--- src/rtl/ch2_arb_pkg.sv ---
// Shared types and constants for the SDRAM channel-2 save arbiter.
//   arb_state_e : arbiter FSM states (also exported on the debug port)
//   grant_e     : which requester currently owns / last owned the channel
//   SAVE_BASE_DEFAULT : upper address bits of the backup-RAM region
//   ERR_RDATA   : read data returned when a transaction is aborted
package ch2_arb_pkg;

    typedef enum logic [2:0] {
        ST_IDLE      = 3'd0,
        ST_ISSUE     = 3'd1,
        ST_WAIT_RISE = 3'd2,
        ST_WAIT_FALL = 3'd3,
        ST_ACK       = 3'd4,
        ST_GAP       = 3'd5
    } arb_state_e;

    typedef enum logic {
        GNT_SAVE = 1'b0,
        GNT_SS   = 1'b1
    } grant_e;

    localparam logic [6:0] SAVE_BASE_DEFAULT = 7'b0001111;
    localparam logic [7:0] ERR_RDATA         = 8'hFF;

endpackage

--- src/rtl/ch2_strobe_gen.sv ---
// Strobe generator for the SDRAM channel-2 port.
// Raises exactly one rd or wr strobe per attempt, only on a cycle where the
// controller is not busy, and watches for busy to rise. If busy does not rise
// within BUSY_TIMEOUT cycles the strobe is dropped and the attempt is retried;
// after MAX_RETRY reissues the transaction is aborted.
// Ports:
//   clk_i, rst_ni        : clock, async active-low reset
//   clear_i              : arbiter idle, reset the retry budget
//   issue_i, wait_rise_i : arbiter is in ISSUE / WAIT_RISE
//   we_i                 : 1 = write strobe, 0 = read strobe
//   busy_i               : controller busy
//   rd_o, wr_o           : registered strobes
//   fire_o               : strobe launched this cycle (ISSUE -> WAIT_RISE)
//   rise_o               : busy seen high (WAIT_RISE -> WAIT_FALL)
//   timeout_o            : attempt timed out, reissue (WAIT_RISE -> ISSUE)
//   abort_o              : retries exhausted (WAIT_RISE -> ACK with error)
module ch2_strobe_gen #(
    parameter int BUSY_TIMEOUT = 4,
    parameter int MAX_RETRY    = 3
) (
    input  logic clk_i,
    input  logic rst_ni,
    input  logic clear_i,
    input  logic issue_i,
    input  logic wait_rise_i,
    input  logic we_i,
    input  logic busy_i,
    output logic rd_o,
    output logic wr_o,
    output logic fire_o,
    output logic rise_o,
    output logic timeout_o,
    output logic abort_o
);

    localparam int CW = $clog2(BUSY_TIMEOUT + 1);
    localparam int RW = $clog2(MAX_RETRY + 1);
    localparam logic [CW-1:0] CNT_LAST  = CW'(BUSY_TIMEOUT - 1);
    localparam logic [RW-1:0] RETRY_MAX = RW'(MAX_RETRY);

    logic          rd_q, rd_d;
    logic          wr_q, wr_d;
    logic [CW-1:0] cnt_q, cnt_d;
    logic [RW-1:0] retry_q, retry_d;

    always_comb begin
        rd_d      = rd_q;
        wr_d      = wr_q;
        cnt_d     = cnt_q;
        retry_d   = retry_q;
        fire_o    = 1'b0;
        rise_o    = 1'b0;
        timeout_o = 1'b0;
        abort_o   = 1'b0;

        if (clear_i) begin
            rd_d    = 1'b0;
            wr_d    = 1'b0;
            cnt_d   = '0;
            retry_d = '0;
        end

        // The controller only sees a rising edge on a non-busy cycle.
        if (issue_i && !busy_i) begin
            fire_o = 1'b1;
            rd_d   = ~we_i;
            wr_d   = we_i;
            cnt_d  = '0;
        end

        if (wait_rise_i) begin
            if (busy_i) begin
                rise_o = 1'b1;
                rd_d   = 1'b0;
                wr_d   = 1'b0;
            end else if (cnt_q == CNT_LAST) begin
                // Dropping the strobe here and refiring from ISSUE gives
                // the single low cycle the controller needs to see a new edge.
                rd_d = 1'b0;
                wr_d = 1'b0;
                if (retry_q == RETRY_MAX) begin
                    abort_o = 1'b1;
                end else begin
                    timeout_o = 1'b1;
                    retry_d   = retry_q + RW'(1);
                end
            end else begin
                cnt_d = cnt_q + CW'(1);
            end
        end
    end

    always_ff @(posedge clk_i or negedge rst_ni) begin
        if (!rst_ni) begin
            rd_q    <= 1'b0;
            wr_q    <= 1'b0;
            cnt_q   <= '0;
            retry_q <= '0;
        end else begin
            rd_q    <= rd_d;
            wr_q    <= wr_d;
            cnt_q   <= cnt_d;
            retry_q <= retry_d;
        end
    end

    assign rd_o = rd_q;
    assign wr_o = wr_q;

endmodule

--- src/rtl/ch2_save_arbiter.sv ---
// Arbiter sharing SDRAM channel 2 (backup-RAM region) between the save-file
// bridge (sv_*) and the savestate engine (ss_*), clk_85_9 domain.
// Handshake: a requester raises req with we/addr/wdata stable and holds it
// until it sees a one-cycle ack; rdata is valid in the ack cycle. After ack
// the arbiter ignores requests for two GAP cycles so req can be lowered.
// Ports:
//   clk_85_9, reset_n        : clock, async active-low reset
//   sleep_savestate          : savestate engine owns the channel exclusively
//   sv_* / ss_*              : save / savestate request ports
//   ch2_*                    : SDRAM controller channel-2 port
//   arb_busy                 : arbiter not idle
//   arb_error                : sticky abort flag, cleared only by reset
//   dbg_state                : current FSM state
module ch2_save_arbiter
    import ch2_arb_pkg::*;
#(
    parameter logic [6:0] SAVE_BASE    = SAVE_BASE_DEFAULT,
    parameter int         BUSY_TIMEOUT = 4,
    parameter int         MAX_RETRY    = 3
) (
    input  logic        clk_85_9,
    input  logic        reset_n,
    input  logic        sleep_savestate,
    input  logic        sv_req,
    input  logic        sv_we,
    input  logic [17:0] sv_addr,
    input  logic [7:0]  sv_wdata,
    output logic        sv_ack,
    output logic [7:0]  sv_rdata,
    input  logic        ss_req,
    input  logic        ss_we,
    input  logic [24:0] ss_addr,
    input  logic [7:0]  ss_wdata,
    output logic        ss_ack,
    output logic [7:0]  ss_rdata,
    output logic [24:0] ch2_addr,
    output logic [7:0]  ch2_din,
    output logic        ch2_rd,
    output logic        ch2_wr,
    input  logic [7:0]  ch2_dout,
    input  logic        ch2_busy,
    output logic        arb_busy,
    output logic        arb_error,
    output arb_state_e  dbg_state
);

    arb_state_e  state_q, state_d;
    grant_e      grant_q, grant_d;      // doubles as the round-robin pointer
    logic        we_q, we_d;
    logic [24:0] addr_q, addr_d;
    logic [7:0]  din_q, din_d;
    logic        sv_ack_q, sv_ack_d;
    logic        ss_ack_q, ss_ack_d;
    logic [7:0]  sv_rdata_q, sv_rdata_d;
    logic [7:0]  ss_rdata_q, ss_rdata_d;
    logic        err_q, err_d;
    logic        gap_q, gap_d;
    logic        arb_busy_q;

    logic        sv_ok, ss_ok, finish;
    logic [7:0]  fin_data;
    logic        fire, rise, timeout, abort;

    ch2_strobe_gen #(
        .BUSY_TIMEOUT (BUSY_TIMEOUT),
        .MAX_RETRY    (MAX_RETRY)
    ) u_strobe (
        .clk_i       (clk_85_9),
        .rst_ni      (reset_n),
        .clear_i     (state_q == ST_IDLE),
        .issue_i     (state_q == ST_ISSUE),
        .wait_rise_i (state_q == ST_WAIT_RISE),
        .we_i        (we_q),
        .busy_i      (ch2_busy),
        .rd_o        (ch2_rd),
        .wr_o        (ch2_wr),
        .fire_o      (fire),
        .rise_o      (rise),
        .timeout_o   (timeout),
        .abort_o     (abort)
    );

    always_comb begin
        state_d    = state_q;
        grant_d    = grant_q;
        we_d       = we_q;
        addr_d     = addr_q;
        din_d      = din_q;
        sv_ack_d   = 1'b0;
        ss_ack_d   = 1'b0;
        sv_rdata_d = sv_rdata_q;
        ss_rdata_d = ss_rdata_q;
        err_d      = err_q;
        gap_d      = gap_q;
        finish     = 1'b0;
        fin_data   = ch2_dout;
        // While the savestate engine sleeps the core, a save request is
        // simply left pending rather than dropped.
        sv_ok      = sv_req & ~sleep_savestate;
        ss_ok      = ss_req;

        unique case (state_q)
            ST_IDLE: begin
                if (ss_ok && (!sv_ok || grant_q == GNT_SAVE)) begin
                    grant_d = GNT_SS;
                    we_d    = ss_we;
                    addr_d  = ss_addr;
                    din_d   = ss_wdata;
                    state_d = ST_ISSUE;
                end else if (sv_ok) begin
                    grant_d = GNT_SAVE;
                    we_d    = sv_we;
                    addr_d  = {SAVE_BASE, sv_addr};
                    din_d   = sv_wdata;
                    state_d = ST_ISSUE;
                end
            end
            ST_ISSUE: begin
                if (fire) state_d = ST_WAIT_RISE;
            end
            ST_WAIT_RISE: begin
                if (rise) begin
                    state_d = ST_WAIT_FALL;
                end else if (abort) begin
                    err_d    = 1'b1;
                    finish   = 1'b1;
                    fin_data = ERR_RDATA;
                end else if (timeout) begin
                    state_d = ST_ISSUE;
                end
            end
            ST_WAIT_FALL: begin
                if (!ch2_busy) finish = 1'b1;
            end
            ST_ACK: begin
                gap_d   = 1'b0;
                state_d = ST_GAP;
            end
            ST_GAP: begin
                if (gap_q) state_d = ST_IDLE;
                else       gap_d   = 1'b1;
            end
            default: state_d = ST_IDLE;
        endcase

        if (finish) begin
            state_d = ST_ACK;
            if (grant_q == GNT_SS) begin
                ss_ack_d   = 1'b1;
                ss_rdata_d = fin_data;
            end else begin
                sv_ack_d   = 1'b1;
                sv_rdata_d = fin_data;
            end
        end
    end

    always_ff @(posedge clk_85_9 or negedge reset_n) begin
        if (!reset_n) begin
            state_q    <= ST_IDLE;
            grant_q    <= GNT_SAVE;
            we_q       <= 1'b0;
            addr_q     <= '0;
            din_q      <= '0;
            sv_ack_q   <= 1'b0;
            ss_ack_q   <= 1'b0;
            sv_rdata_q <= '0;
            ss_rdata_q <= '0;
            err_q      <= 1'b0;
            gap_q      <= 1'b0;
            arb_busy_q <= 1'b0;
        end else begin
            state_q    <= state_d;
            grant_q    <= grant_d;
            we_q       <= we_d;
            addr_q     <= addr_d;
            din_q      <= din_d;
            sv_ack_q   <= sv_ack_d;
            ss_ack_q   <= ss_ack_d;
            sv_rdata_q <= sv_rdata_d;
            ss_rdata_q <= ss_rdata_d;
            err_q      <= err_d;
            gap_q      <= gap_d;
            arb_busy_q <= (state_d != ST_IDLE);
        end
    end

    assign ch2_addr  = addr_q;
    assign ch2_din   = din_q;
    assign sv_ack    = sv_ack_q;
    assign ss_ack    = ss_ack_q;
    assign sv_rdata  = sv_rdata_q;
    assign ss_rdata  = ss_rdata_q;
    assign arb_busy  = arb_busy_q;
    assign arb_error = err_q;
    assign dbg_state = state_q;

endmodule

--- config.mk ---
export PLATFORM = sky130hd
export DESIGN_NAME = ch2_save_arbiter
export DESIGN_NICKNAME = d
export VERILOG_FILES = /design/src/rtl/ch2_arb_pkg.sv /design/src/rtl/ch2_strobe_gen.sv /design/src/rtl/ch2_save_arbiter.sv
export SDC_FILE = /design/constraint.sdc
export NUM_CORES = 1
export LEC_CHECK = 0
export ABC_AREA = 1
export CORE_ASPECT_RATIO = 1.2
export CORE_MARGIN = 1.5
export CORE_UTILIZATION = 38
export DETAILED_ROUTE_END_ITERATION = 16
export PLACE_DENSITY = 0.73
export SLEW_MARGIN = 40
export SYNTH_ARGS = -nofsm -noshare
export SYNTH_HDL_FRONTEND = slang
export SYNTH_SLANG_ARGS = --single-unit
--- constraint.sdc ---
create_clock -name clk_85_9 -period 1.5 [get_ports clk_85_9]
set_clock_uncertainty 0.1 [all_clocks]
set_input_delay 0.45 -clock clk_85_9 [delete_from_list [all_inputs] [get_ports clk_85_9]]
set_output_delay 0.45 -clock clk_85_9 [all_outputs]
set_load 0.01 [all_outputs]
Word-level counts from Yosys, hierarchy flattened
Cells that the tools add are included.

word-level totals
  flip-flop bits (word level) = 66
  input bits = 75
  output and inout port bits = 58
  logic and storage cells = 103

operators by class
  $add $sub $neg = 2
  equal/unequal tests = 7
  multiplexer cells = 60
  bitwise logic cells = 5
  reductions and logical operators = 13

operator list
  cell                 number
  $mux 25              2
  $mux 8               5
  $mux 3               13
  $mux 1               32
  $pmux 3 s6           1
  $mux 2               5
  $eq 3x2->1 const B   3
  $eq 3x3->1 const B   2
  $reduce_and 2->1     3
  $not 1->1            4
  $pmux 1 s2           2
  $reduce_bool 2->1    2
  $add 3x1->3 const B  1
  $eq 3x1->1 const B   1
  $logic_not 3->1      1
  $reduce_and 3->1     1
  $reduce_bool 3->1    1
  $add 2x1->2 const B  1
  $eq 2x2->1 const B   1
  $logic_and 1x1->1    2
  $logic_not 1->1      2
  $and 1x1->1          1
  $logic_or 1x1->1     1

Depth between registers and ports, before layout
  word-level depth = 11
  depth in mapped cells = 9
  gate-level depth less buffers = 9

Cells and area by module
Synthesis repeated with hierarchy kept, for this count alone.

unflattened totals
  cell total of the unflattened synthesis = 349
  area total of the unflattened synthesis = 3025.4 um2

by module, submodules not included
  module            instances  cells an instance  area each (um2)  seq. area each (um2)
  ch2_save_arbiter  1          289                2591.2           1476.4
  ch2_strobe_gen    1          60                 434.2            175.2

Worst setup path after synthesis
OpenSTA, ideal clock, no wires.

  path kind = flip-flop to flip-flop
  start point = reg state_q[0], in the netlist dbg_state[0]
  end point = reg addr_q[0], in the netlist ch2_addr[0]
  library setup time = 124 ps
  data arrival time = 1247 ps
  data required time = 1276 ps
  path slack = 29 ps
  cell stages (with the launch flop) = 9
  buffers on the path = 2
  period minus slack after synthesis = 1471 ps
  cells stage by stage = dfrtp_1 inv_2 nand2_1 nor2_2 nand2_2 buf_6 buf_6 a21oi_1 a21oi_1

on the way
  word-level cells in the longest chain between the ends = 2

ends and longest elaborated chain
  what                               line                     RTL
  from (decl)                        ch2_save_arbiter.sv:47   arb_state_e state_q, state_d;
  from (signal assigned)             ch2_save_arbiter.sv:173  state_q <= state_d;
  $logic_not 3->1                    ch2_save_arbiter.sv:102  unique case (state_q)
  $reduce_and 2->1 (no source line)  --
  to (signal assigned)               ch2_save_arbiter.sv:176  addr_q <= addr_d;
  to (decl)                          ch2_save_arbiter.sv:50   logic [24:0] addr_q, addr_d;

No other way between the ends.
A chain may end at the register's enable or synchronous reset.

Worst setup path in the final report
  start point = reg state_q[1], in the netlist dbg_state[1]
  end point = reg din_q[0], in the netlist ch2_din[0]

on the way
  word-level cells in the longest chain between the ends = 2

ends and longest elaborated chain
  what                               line                     RTL
  $logic_not 3->1                    ch2_save_arbiter.sv:102
  $reduce_and 2->1 (no source line)  --
  to (signal assigned)               ch2_save_arbiter.sv:177  din_q <= din_d;
  to (decl)                          ch2_save_arbiter.sv:51   logic [7:0] din_q, din_d;

No other way between the ends.

==> flow_metrics.tcl <==
set metrics [dict create \
    status "finished, violations left" \
    violations "setup timing" \
    gr-usage-met3_pct 4.232 \
    rows 35 \
    synth-simple-area-share_pct 23.15 \
    final.setup.worst_slack_ns -0.01934 \
    nNetsFinal 599 \
    max_freq_ghz 0.6582 \
    port_buffers 132 \
    relSlewSlack_pct 76.50 \
    synth.distinct_cells 28 \
    grt_use_met1_pct 25.20 \
    ys.flop_type "dfrtp_1" \
    h-tree-depth 3 \
    cts_hold_buffers 0 \
    vdd_drop_max_uv 872.2 \
    core_mm2 0.007620 \
    synth_area_per_cell_um2 8.555 \
    worst_pin_slew_ns 0.3524 \
    grt_max_degree 67 \
    initialDrtViolationCount 144 \
    final_hold_viol_count 0 \
    cts_tree "built" \
    cts.path.max_buffers 2 \
    hold_path.class "in2async" \
    die_h_um 99.55 \
    post_synth_fa_ha_maj_area_fraction_pct 0.8478 \
    overflow 0 \
    dp_hpwl_mm 6.137 \
    io_pins 133 \
    maxCapViolations 0 \
    endpoint_kind "flip-flop" \
    gp_congestion 0.8663 \
    slew_violations 0 \
    synth_compound_area_share_pct 13.23 \
    antenna_left 0 \
    crit_slowest_cell "dfrtp_1" \
    pwr_density_cell_mw_per_mm2 1865 \
    crit_type "reg2reg" \
    drc 0 \
    vias 3094 \
    dr.pass1.iters 6 \
    insertion_delay_ns 0.35 \
    netlist_area_mm2 0.002952 \
    syn_inst 345 \
    grt.met2_usage_pct 36.21 \
    worstPathCellList "inv_2 > nand2_2 > nor2_4 > nand2_8 > clkbuf_16 > a21oi_2 > a21oi_2" \
    initial_utilization_pct 38.74 \
    fin_crit_sh_pct 101.3 \
    wirelength_mm 9.669 \
    numCtsBuffers 9 \
    grt_pass1_wl_mm 13.94 \
    grt_pass1_vias 2967 \
    antenna_found_initial 1 \
    wl_per_cell_um 15.60 \
    final_util_pct 66.90 \
    synth_top_family_by_area "simple AND/OR/NAND/NOR gates" \
    crit_arrival_ns 1.65 \
    synth-async-reset-ratio_pct 100.0 \
    synth_xor_area_share_pct 0 \
    clk_root_buffer_cell "clkbuf_8" \
    required_ns 1.63 \
    synth-edff-count 0 \
    clock-sinks 66 \
    finalPower_w 0.009506 \
    worstSetupStartpointType "flip-flop" \
    r2r-start "dbg_state[1]$_DFF_PN0_" \
    vias_per_cell 4.990 \
    grt_usage_pct 21.11 \
    clk_pin_slew_ns 0.08 \
    yosys-mux-area-fraction_pct 0 \
    r2r_cells 7 \
    busiest_layer "met2" \
    die_w_um 83.46 \
    crit_start "dbg_state[1]$_DFF_PN0_" \
    cp_common_cell "a21oi_2" \
    fin_crit_ns 1.519 \
    rsz0062_at_grt "true" \
    cpPeakStageDelay_ns 0.41 \
    syn2layout_area_growth_pct 72.70 \
    p_leak_nw 2.469 \
    synth_nets 422 \
    synth-seq-cells 66 \
    setup_viol 18 \
    yosysWarnings 0 \
    dieArea_mm2 0.008308 \
    ys_seq_area_share_pct 55.96 \
    cp_max_fo 10 \
    layout-drive-gt1-share_pct 40.23 \
]
## stage by stage
stage / hold slack, ns / instance area [um^2] / setup slack (ns) / cells / TNS, ns
2_1_floorplan: 0.05441 / 2952 / 0.02923 / 345 / 0
3_3_place_gp: 0.3483 / 4508 / -0.3940 / 578 / -21.22
3_5_place_dp: 0.3535 / 4508 / -0.4300 / 578 / -23.15
4_1_cts: 0.02441 / 4537 / -0.01065 / 602 / -0.01181
5_1_grt: 0.04468 / 5095 / -0.09752 / 619 / -3.365
6_report: 0.009394 / 5097 / -0.01934 / 620 / -0.1636
## cells in the final DEF (no fill, tap or decap), types with 2 or more instances in the layout
cell / synthesis / layout
nand2_1: 103 / 81
a21oi_2: 0 / 29
a22o_1: 3 / 3
buf_2: 3 / 59
clkinvlp_4: 0 / 3
nor2_2: 1 / 15
clkbuf_16: 0 / 4
nor2_1: 38 / 21
nor2_4: 1 / 4
nand2_8: 0 / 4
dlymetal6s2s_1: 0 / 3
a21oi_1: 57 / 26
nand2_4: 3 / 8
buf_12: 0 / 4
buf_4: 4 / 26
inv_1: 24 / 22
inv_6: 0 / 2
dfrtp_1: 66 / 66
nand3_1: 11 / 10
clkdlybuf4s50_1: 0 / 69
clkinv_8: 0 / 3
clkbuf_8: 0 / 11
a21oi_4: 0 / 2
nand2_2: 2 / 17
inv_2: 4 / 5
buf_6: 2 / 6
o22a_1: 4 / 4
o21ai_0: 5 / 5
## synth_stat cells (2+ instances only)
master      n  area, um^2
nand2_1   103       386.6
dfrtp_1    66        1652
a21oi_1    57       285.3
nor2_1     38       142.6
inv_1      24       90.09
nand3_1    11       55.05
o21ai_0     5       25.02
buf_4       4       30.03
inv_2       4       15.01
o22a_1      4       35.03
a22o_1      3       26.28
buf_2       3       15.01
nand2_4     3       33.78
buf_6       2       22.52
clkbuf_1    2       7.510
clkinv_4    2       17.52
ha_1        2       25.02
nand2_2     2       12.51
## cells by family after synthesis
group,count (synthesis)
simple gates,163
compound gates,72
flops,66
buf+inv,42
fa+ha+maj,2
## where the power goes
part | internal [W] | total [W] | switching [W]
clock | 0.000864 | 0.00159 | 0.000728
combinational | 0.00232 | 0.00490 | 0.00258
sequential | 0.00257 | 0.00301 | 0.000440
total | 0.00576 | 0.00951 | 0.00375
## state kept, by name (all words and copies together) (netlist names)
| register | cells |
|---|---|
| ss_rdata | 8 |
| ch2_din | 8 |
| dbg_state | 3 |
| u_strobe.cnt_q | 3 |
| sv_rdata | 8 |
| u_strobe.retry_q | 2 |
| sv_ack | 1 |
| arb_busy | 1 |
| u_strobe.rd_o | 1 |
| ss_ack | 1 |
| ch2_addr | 25 |
| u_strobe.wr_o | 1 |
| gap_q | 1 |
| arb_error | 1 |
| we_q | 1 |
| grant_q | 1 |
## per-layer routing
metal	routed length, um	share of wire (%)
met1	3858	40
met2	5052	52
met3	476	4.9
met4	282	2.9
met5	0	0
## worst max-delay path, delay by kind of cell (launching register included)
family,cells,cell delay [ns]
buffers and inverters,2,0.30
and+or+nand+nor,3,0.39
AOI/OAI and AO/OA,2,0.19
DFF,1,0.41
## area by class of cell
cell class / count / area, um^2
multi-input cells: 239 / 1455
repair inverters: 2 / 15.01
fillers: 614 / 2522
repair buffers: 173 / 1490
flip-flops and latches: 66 / 1652
well taps: 92 / 115.1
clock inverters: 5 / 61.31
inverters: 31 / 155.1
diodes: 1 / 2.502
clock buffers: 11 / 151.4
## path summary, 6_finish.rpt
path	slack, ns	end
setup / recovery	-0.02	ch2_din[0]$_DFFE_PN0P_
hold / removal	0.009	ch2_addr[0]$_DFFE_PN0P_
setup reg to reg	-0.02	ch2_din[0]$_DFFE_PN0P_
hold reg to reg	0.36	arb_error$_DFFE_PN0P_
max in group asynchronous	1.00	u_strobe.cnt_q[1]$_DFF_PN0_
min in group clk_85_9	0.36	arb_error$_DFFE_PN0P_
## timing repair
action,in CTS,in global routing
gates resized for setup,237,108
gates cloned,0,9
buffers inserted,8,8
endpoints found under the setup margin,102,61
pin swaps,2,19
(Power assumes the default switching activity.)
